<file path="config.mk">
export PLATFORM = sky130hd
export DESIGN_NAME = expr_scheduler
export DESIGN_NICKNAME = d
export VERILOG_FILES = /design/src/rtl/expr_scheduler_pkg.sv /design/src/rtl/expr_alu.sv /design/src/rtl/expr_scheduler.sv
export SDC_FILE = /design/constraint.sdc
export NUM_CORES = 2
export LEC_CHECK = 0
export BUFFER_PORTS_ARGS = -buffer_cell sky130_fd_sc_hd__buf_2
export CORE_MARGIN = 4
export CORE_UTILIZATION = 40
export DETAILED_ROUTE_END_ITERATION = 7
export REMOVE_ABC_BUFFERS = 1
export SLEW_MARGIN = 20
export SYNTH_ARGS = -nofsm -noshare
export SYNTH_HDL_FRONTEND = slang
export SYNTH_SLANG_ARGS = --single-unit
</file>
<file path="constraint.sdc">
create_clock -name clk -period 18 [get_ports clk]
set_input_delay 0 -clock clk [delete_from_list [all_inputs] [get_ports clk]]
set_output_delay 0 -clock clk [all_outputs]
set_load 0.02 [all_outputs]
</file>
<file path="src/rtl/expr_scheduler_pkg.sv">
// expr_scheduler_pkg
// Shared types for the resource-shared six-output expression scheduler:
//   NUM_STEPS - number of datapath steps (C1..C11) in one job
//   state_t   - scheduler states IDLE, C1..C11, DONE
//   alu_op_t  - adder/subtractor operation select
package expr_scheduler_pkg;

  localparam int NUM_STEPS = 11;

  // IDLE + NUM_STEPS compute states + DONE
  typedef enum logic [$clog2(NUM_STEPS + 2)-1:0] {
    IDLE,
    C1, C2, C3, C4, C5, C6, C7, C8, C9, C10, C11,
    DONE
  } state_t;

  typedef enum logic {
    ADD,
    SUB
  } alu_op_t;

endpackage

</file>
<file path="src/rtl/expr_alu.sv">
// expr_alu
// Shared combinational arithmetic unit: one adder/subtractor and one
// truncated multiplier. All results wrap modulo 2^WIDTH.
// Ports:
//   op        - ADD or SUB for the adder/subtractor
//   a, b      - adder/subtractor operands (result = a+b or a-b)
//   ma, mb    - multiplier operands
//   sum       - adder/subtractor result
//   prod      - low WIDTH bits of ma*mb
module expr_alu
  import expr_scheduler_pkg::*;
#(
  parameter int WIDTH = 32
) (
  input  alu_op_t          op,
  input  logic [WIDTH-1:0] a,
  input  logic [WIDTH-1:0] b,
  input  logic [WIDTH-1:0] ma,
  input  logic [WIDTH-1:0] mb,
  output logic [WIDTH-1:0] sum,
  output logic [WIDTH-1:0] prod
);

  assign sum  = (op == SUB) ? (a - b) : (a + b);
  // Same-width operands and result: the product is truncated to WIDTH bits
  assign prod = ma * mb;

endmodule

</file>
<file path="src/rtl/expr_scheduler.sv">
// expr_scheduler
// Sequences the six-output expression block over a single shared
// multiplier and adder/subtractor using a fixed 11-step schedule that
// computes X*Y once and reuses it.
// Ports:
//   clk, rst_n            - clock (rising edge), synchronous active-low reset
//   in_valid / in_ready   - operand handshake; operands sampled only in IDLE
//   x,y,z,p,q,r,s,t       - WIDTH-bit operands
//   out_valid / out_ready - result handshake; results held while stalled
//   out1..out6            - WIDTH-bit results
//   busy                  - high while in C1..C11
//   job_count             - completed-job counter, present only when
//                           EXPR_SCHEDULER_JOB_CNT_EN is defined
module expr_scheduler
  import expr_scheduler_pkg::*;
#(
  parameter int WIDTH = 32
) (
  input  logic             clk,
  input  logic             rst_n,
  input  logic             in_valid,
  output logic             in_ready,
  input  logic [WIDTH-1:0] x,
  input  logic [WIDTH-1:0] y,
  input  logic [WIDTH-1:0] z,
  input  logic [WIDTH-1:0] p,
  input  logic [WIDTH-1:0] q,
  input  logic [WIDTH-1:0] r,
  input  logic [WIDTH-1:0] s,
  input  logic [WIDTH-1:0] t,
  output logic             out_valid,
  input  logic             out_ready,
  output logic [WIDTH-1:0] out1,
  output logic [WIDTH-1:0] out2,
  output logic [WIDTH-1:0] out3,
  output logic [WIDTH-1:0] out4,
  output logic [WIDTH-1:0] out5,
  output logic [WIDTH-1:0] out6,
  output logic             busy
`ifdef EXPR_SCHEDULER_JOB_CNT_EN
  ,
  output logic [31:0]      job_count
`endif
);

  state_t state;

  logic [WIDTH-1:0] rx, ry, rz, rp, rq, rr, rs, rt;
  logic [WIDTH-1:0] t_xy, t_m, t_qr, t_xyp, t_pz, t_mq, t_px, t_st, t_mr;

  alu_op_t          alu_op;
  logic [WIDTH-1:0] alu_a, alu_b, alu_ma, alu_mb, alu_sum, alu_prod;

  expr_alu #(.WIDTH(WIDTH)) u_alu (
    .op   (alu_op),
    .a    (alu_a),
    .b    (alu_b),
    .ma   (alu_ma),
    .mb   (alu_mb),
    .sum  (alu_sum),
    .prod (alu_prod)
  );

  // Operand steering for the shared unit; idle steps drive zeros
  always_comb begin
    alu_op = ADD;
    alu_a  = '0;
    alu_b  = '0;
    alu_ma = '0;
    alu_mb = '0;
    case (state)
      C1:  begin alu_a = rx;   alu_b = ry;   alu_ma = rx;    alu_mb = ry;   end
      C2:  begin alu_op = SUB; alu_a = rq;   alu_b = rr;                     end
      C3:  begin alu_a = t_xy; alu_b = rp;                                   end
      C4:  begin alu_a = rp;   alu_b = rz;   alu_ma = t_xyp; alu_mb = t_qr; end
      C5:  begin alu_a = t_m;  alu_b = t_pz; alu_ma = t_pz;  alu_mb = t_qr; end
      C6:  begin alu_a = t_m;  alu_b = rq;                                   end
      C7:  begin alu_a = rp;   alu_b = rx;                                   end
      C8:  begin alu_a = rs;   alu_b = rt;   alu_ma = t_mq;  alu_mb = t_px; end
      C9:  begin alu_a = t_xy; alu_b = t_st;                                 end
      C10: begin alu_op = SUB; alu_a = t_m;  alu_b = rr;                     end
      C11: begin alu_op = SUB; alu_a = t_mr; alu_b = rx;                     end
      default: ;
    endcase
  end

  // Schedule FSM: each step registers its ALU results and advances;
  // handshake flags are registered alongside the state transitions
  always_ff @(posedge clk) begin
    if (!rst_n) begin
      state     <= IDLE;
      in_ready  <= 1'b1;
      out_valid <= 1'b0;
      busy      <= 1'b0;
      {rx, ry, rz, rp, rq, rr, rs, rt} <= '0;
      {t_xy, t_m, t_qr, t_xyp, t_pz, t_mq, t_px, t_st, t_mr} <= '0;
      {out1, out2, out3, out4, out5, out6} <= '0;
    end else begin
      case (state)
        IDLE: if (in_valid) begin
          {rx, ry, rz, rp, rq, rr, rs, rt} <= {x, y, z, p, q, r, s, t};
          state    <= C1;
          in_ready <= 1'b0;
          busy     <= 1'b1;
        end
        C1:  begin t_xy  <= alu_sum; t_m  <= alu_prod; state <= C2;  end
        C2:  begin t_qr  <= alu_sum;                   state <= C3;  end
        C3:  begin t_xyp <= alu_sum;                   state <= C4;  end
        C4:  begin t_pz  <= alu_sum; out6 <= alu_prod; state <= C5;  end
        C5:  begin out1  <= alu_sum; out2 <= alu_prod; state <= C6;  end
        C6:  begin t_mq  <= alu_sum;                   state <= C7;  end
        C7:  begin t_px  <= alu_sum;                   state <= C8;  end
        C8:  begin t_st  <= alu_sum; out4 <= alu_prod; state <= C9;  end
        C9:  begin out3  <= alu_sum;                   state <= C10; end
        C10: begin t_mr  <= alu_sum;                   state <= C11; end
        C11: begin
          out5      <= alu_sum;
          state     <= DONE;
          busy      <= 1'b0;
          out_valid <= 1'b1;
        end
        // A new job is never accepted here; in_valid waits for IDLE
        DONE: if (out_ready) begin
          state     <= IDLE;
          out_valid <= 1'b0;
          in_ready  <= 1'b1;
        end
        default: begin
          state     <= IDLE;
          in_ready  <= 1'b1;
          out_valid <= 1'b0;
          busy      <= 1'b0;
        end
      endcase
    end
  end

`ifdef EXPR_SCHEDULER_JOB_CNT_EN
  // Counts completed output handshakes; wraps naturally at 2^32
  always_ff @(posedge clk) begin
    if (!rst_n)
      job_count <= '0;
    else if (state == DONE && out_ready)
      job_count <= job_count + 32'd1;
  end
`endif

endmodule
</file>
-- Word level (Yosys, flattened, before mapping)
Index checks and enable logic that the tools add are counted.
- $add $sub $neg: 2
- multipliers: 1
- equal/unequal tests: 14
- mux-type cells: 16
- bitwise operators: 3
- reductions and logical operators: 16
- operators by type and width (kind ; number):
    32-bit one-hot mux with 9 select lines ; 1
    32-bit one-hot mux with 7 select lines ; 1
    32-bit one-hot mux with 4 select lines ; 1
    32-bit one-hot mux with 3 select lines ; 1
    4-bit one-hot mux with 13 select lines ; 1
    11-bit OR reduction ; 3
    32-bit adder ; 1
    32-bit by 32-bit multiplier with 32-bit output ; 1
    32-bit two-way mux ; 1
    32-bit subtractor ; 1
    4-bit equality test (second input constant) ; 5
    4-bit by 3-bit equality test with 1-bit output (second input constant) ; 4
    2-bit OR reduction ; 5
    4-bit by 2-bit equality test with 1-bit output (second input constant) ; 2
    4-bit two-way mux ; 2
    2-bit AND reduction ; 4
    1-bit one-hot mux with 3 select lines ; 2
    3-bit OR reduction ; 2
    1-bit two-way mux ; 5
    4-bit by 1-bit equality test with 1-bit output (second input constant) ; 1
    4-bit logical NOT ; 1
    2-bit inequality test (second input constant) ; 2
    1-bit inverter ; 3
    3-bit AND reduction ; 1
    1-bit one-hot mux with 2 select lines ; 1
- register bits after elaboration: 743
- bits of input ports: 260
- output and inout bits: 195
- word-level logic and storage cells: 79

-- Logic depth before layout (Yosys ltp)
- depth after elaboration: 5
- gate-level depth with buffers: 36
- gate-level depth less buffers: 31

-- Hierarchy
A second synthesis with hierarchy kept.
- cell total of the unflattened synthesis: 6135
- area, all modules: 51059.0 um^2
- modules (own cells, without submodules) (module ; instances ; cells each ; area an instance (um^2) ; seq. area each (um^2)):
    expr_scheduler ; 1 ; 4072 ; 33270.7 ; 14874.3
    expr_alu ; 1 ; 2063 ; 17788.3 ; 0.0

-- Worst setup path after synthesis
No wires, ideal clock.
- path kind: register to register
- from: reg state[3]
- to: reg out2[31]
- library setup time: 86 ps
- arrival time: 8700 ps
- required time: 17914 ps
- setup slack: 9214 ps
- cell stages (with the launch flop): 34
- path buffers: 6
- clock period less this slack: 8786 ps
- path through: dfxtp_1 buf_6 nor4b_4 buf_2 buf_4 buf_2 clkbuf_1 a21oi_1 clkbuf_1 nor2_1 fa_1 fa_1 inv_1 fa_1 fa_1 inv_1 fa_1 fa_1 inv_1 fa_1 fa_1 inv_1 ha_1 a21o_1 a21o_1 a21oi_1 o21ai_0 a41oi_1 nor3_1 a2111oi_0 or3b_2 a21oi_1 xnor2_2 a211oi_1
- word-level cells in the longest chain between the ends: 4
- elaborated cells between the ends (all ways): 8
- classes of those cells: mul (1); eq/ne (4); mux (2); reduce/logical (1)
- RTL lines (item ; RTL line ; source):
    start, declared ; expr_scheduler.sv:46 ; state_t state;
    start signal, assigned ; expr_scheduler.sv:91 ; state <= IDLE;
    start signal, assigned ; expr_scheduler.sv:102 ; state <= C1;
    start signal, assigned ; expr_scheduler.sv:106 ; C1: begin t_xy <= alu_sum; t_m <= alu_prod; state <= C2; end
    4-bit by 3-bit equality test with 1-bit output, on equally long branches ; expr_scheduler.sv:71, expr_scheduler.sv:99 ;
    2-bit OR reduction (no line) ; -- ;
    32-bit one-hot mux with 3 select lines ; expr_scheduler.sv:71 ; case (state)
    32-bit by 32-bit multiplier with 32-bit output ; expr_alu.sv:26 ; assign prod = ma * mb;
    end signal, assigned ; expr_scheduler.sv:97 ; {out1, out2, out3, out4, out5, out6} <= '0;
    end signal, assigned ; expr_scheduler.sv:110 ; C5: begin out1 <= alu_sum; out2 <= alu_prod; state <= C6; end
    end, declared ; expr_scheduler.sv:34 ; output logic [WIDTH-1:0] out2,
Several ways; a longest one is shown, not always the timed one.
A chain may end at the register's enable or synchronous reset.

-- Worst setup path after layout
- from: reg state[2]
- to: reg out2[30]
Same word-level chain as after synthesis.

==> key figures <==
STA
  • Hold slack: 0.121 ns
  • Final Skew: 0.0436 ns
  • Slew margin rel.: 20.0%
  • Fmax: 92.9 MHz
  • Final setup fails: 0
  • Setup_tns: 0 ns
  • Tcrit/Tclk final: 59.8%
  • Final min period: 10.76 ns
  • Pins Over Slew Limit: 0
  • Hold Violations, Final: 0
  • Worst slew pin tran: 1.20 ns
  • Unrepaired setup endpoints after global routing: false

Global routing
  • Total Routing Usage GR: 31.4%
  • Vias in the first global route: 46700
  • First-pass GRT wire length: 300000 um
  • Initial antenna violation count: 4
  • Congestion Overflow GR: 0
  • Largest net degree at the start of global routing: 182

Logic synthesis
  • #FFs+latches synth: 743
  • Most numerous cell in the Yosys netlist: nand2_1
  • Post-synthesis average cell area: 8.00 um2
  • Post-synth design cell area: 48300 um2
  • Cell count after synthesis: 6036
  • Synth cell count leaders: nand2_1, dfxtp_1, a21oi_1, inv_1, nor2_1
  • Largest area contributor in the netlist: dfxtp_1
  • Top cell type's share of synthesized area: 30.8%
  • Synth warn: 0
  • Number of flops mapped to enable cells by yosys: 0
  • Synth async-reset ratio: 0%
  • Sequential share of the synthesized area: 30.8%
  • Top FF cell, synth: dfxtp_1
  • Synth top area cells: dfxtp_1, fa_1, nand2_1, a21oi_1, ha_1
  • Netlist cell types: 97

Power and ir drop
  • PwrDens: 118 nW/um2
  • Peak supply drop: 0.145 mV
  • Pleak: 23.5 nW

Clock tree
  • Htree depth: 3
  • Post-cts sizing count: 0
  • Root Driver: clkbuf_16
  • Buffer count from post-CTS setup fixing: 0
  • Clock sinks: 743
  • CTS tree: built
  • CTS Hold Buffers Added: 260
  • Num CTS Buffers: 81
  • Worst-path clk slew: 0.07 ns
  • Clock Latency Late Sink: 0.69 ns
  • Clock Path Buffers: 3

Route
  • Via/cell ratio: 5.71
  • Via count: 46700
  • Routed wire length: 202000 um
  • Drt initial violations: 5381
  • Final ANT Viol Nets: 0
  • DR pass1 iterations: 8
  • Wire per inst: 24.8 um
  • Drc violations: 7

Worst setup path
  • Critical Path Sink Type: register
  • WP data required: 18.55 ns
  • Crit path top cell by count: fa_1
  • Critical Path AT: 11.31 ns
  • CP Class: register to register
  • CP peak stage delay: 0.84 ns
  • Critical Path Source Type: register
  • CP Max Fanout: 46
  • Critical Path Slowest Stage Cell: o22ai_1

Placed design
  • Hpwl dp: 145000 um
  • GP Congestion: 0.986
  • Port bufs: 454

Min path
  • Min-Delay Path Class: input port to register

Floorplan
  • Initial core utilization: 40.3%
  • Row cnt: 127
  • Die Wd: 355 um
  • Boundary Pins: 455
  • Die Y: 355 um
  • Core Area: 120000 um2
  • Die Area: 126000 um2

Cells and area
  • Final net count: 7321
  • Diode count: 0
  • Synthesis-to-layout area growth: 18.3%
  • Share of cells above drive strength 1: 12.2%

Job
  • Max-capacitance violation count: 0

Status
  • Failing checks: DRC
  • Outcome: finished, violations left
==> worst max-delay path: cells and delay by family, from the launching register on <==
family | cells | cell delay (ns)
DFF | 1 | 0.73
buffers and inverters | 7 | 1.41
adders and majority gates | 9 | 4.23
AOI/OAI and AO/OA | 11 | 3.00
xor gates and xnor gates | 1 | 0.41
and+or+nand+nor | 3 | 0.77
==> metal layers <==
metal | up-vias | track usage, % | share of wire [%]
met5 | - | 0 | 0.015
met4 | 4 | 19.4 | 7.4
met3 | 628 | 5.64 | 9.1
met2 | 2530 | 49.7 | 45
met1 | 22800 | 39.9 | 39
li1 | 20700 | - | -
==> path summary, 6_finish.rpt <==
check	start	slack [ns]	cells past startpoint	endpoint
hold / removal	q[4]	0.12	4	rq[4]
setup / recovery	state[2]	7.24	31	out2[30]
setup reg to reg	state[2]	7.24	31	out2[30]
hold reg to reg	out5[6]	0.45	2	out5[6]
==> power by group <==
group / internal [mW] / switching, mW / leakage (nW)
logic: 0.780 / 2.20 / 16.2
clock network: 0.983 / 0.757 / 1.33
registers: 1.84 / 0.192 / 6.03
total: 3.61 / 3.15 / 23.5
==> area by class of cell <==
class,instances,area [um2]
Inverter,470,1770
Timing Repair Buffer,828,5760
Sequential cell,743,14900
Clock inverter,42,499
Tap cell,1612,2020
Multi-Input combinational cell,4373,30000
Fill cell,11700,62800
Clock buffer,105,2220
==> cell usage in the layout (no fill, tap or decap), drive strengths merged, types with 10 or more instances in the layout <==
master | netlist | final
a22oi | 168 | 168
nand3 | 127 | 127
a22o | 14 | 14
a31oi | 20 | 20
nor3 | 23 | 23
buf | 94 | 568
a222oi | 32 | 32
nand3b | 24 | 24
a211oi | 66 | 66
mux2i | 52 | 52
and3 | 15 | 15
clkbuf | 356 | 105
ha | 155 | 155
nor2b | 20 | 20
nor2 | 456 | 456
o311ai | 12 | 12
xnor2 | 96 | 96
dlygate4sd3 | 0 | 260
o21ai | 200 | 200
o21a | 27 | 27
a221o | 10 | 10
inv | 470 | 477
fa | 409 | 409
a21oi | 652 | 652
a221oi | 19 | 19
nand2 | 1424 | 1424
or2 | 12 | 12
and2 | 61 | 61
nand2b | 30 | 30
a21o | 32 | 32
xor2 | 38 | 38
o22ai | 38 | 38
o22a | 12 | 12
clkinv | 0 | 21
o21bai | 11 | 11
dfxtp | 743 | 743
==> logic make-up after synthesis <==
logic type / Yosys count / share of synthesized area, %
xor+xnor: 137 / 2.63
flops: 743 / 30.8
simple gates: 2241 / 19.4
buf+inv: 920 / 7.50
fa+ha+maj: 564 / 21.0
compound gates: 1373 / 17.4
mux: 58 / 1.26
==> metrics by stage <==
| step | cells | util, % | setup WS (ns) | cell area (um2) | total power [mW] |
|---|---|---|---|---|---|
| floorplan | 5586 | - | 5.10 | 46400 | 3.56 |
| global placement | 7765 | 43.2 | 7.71 | 51800 | 4.85 |
| finish | 8173 | 47.6 | 7.24 | 57100 | 6.76 |
| CTS | 8172 | 47.6 | 7.51 | 57100 | 6.66 |
| detailed placement | 7765 | 43.2 | 7.57 | 51800 | 4.88 |
| global route | 8173 | 47.6 | 6.72 | 57100 | 6.97 |
Note: power is estimated with default switching activity, not from simulation.
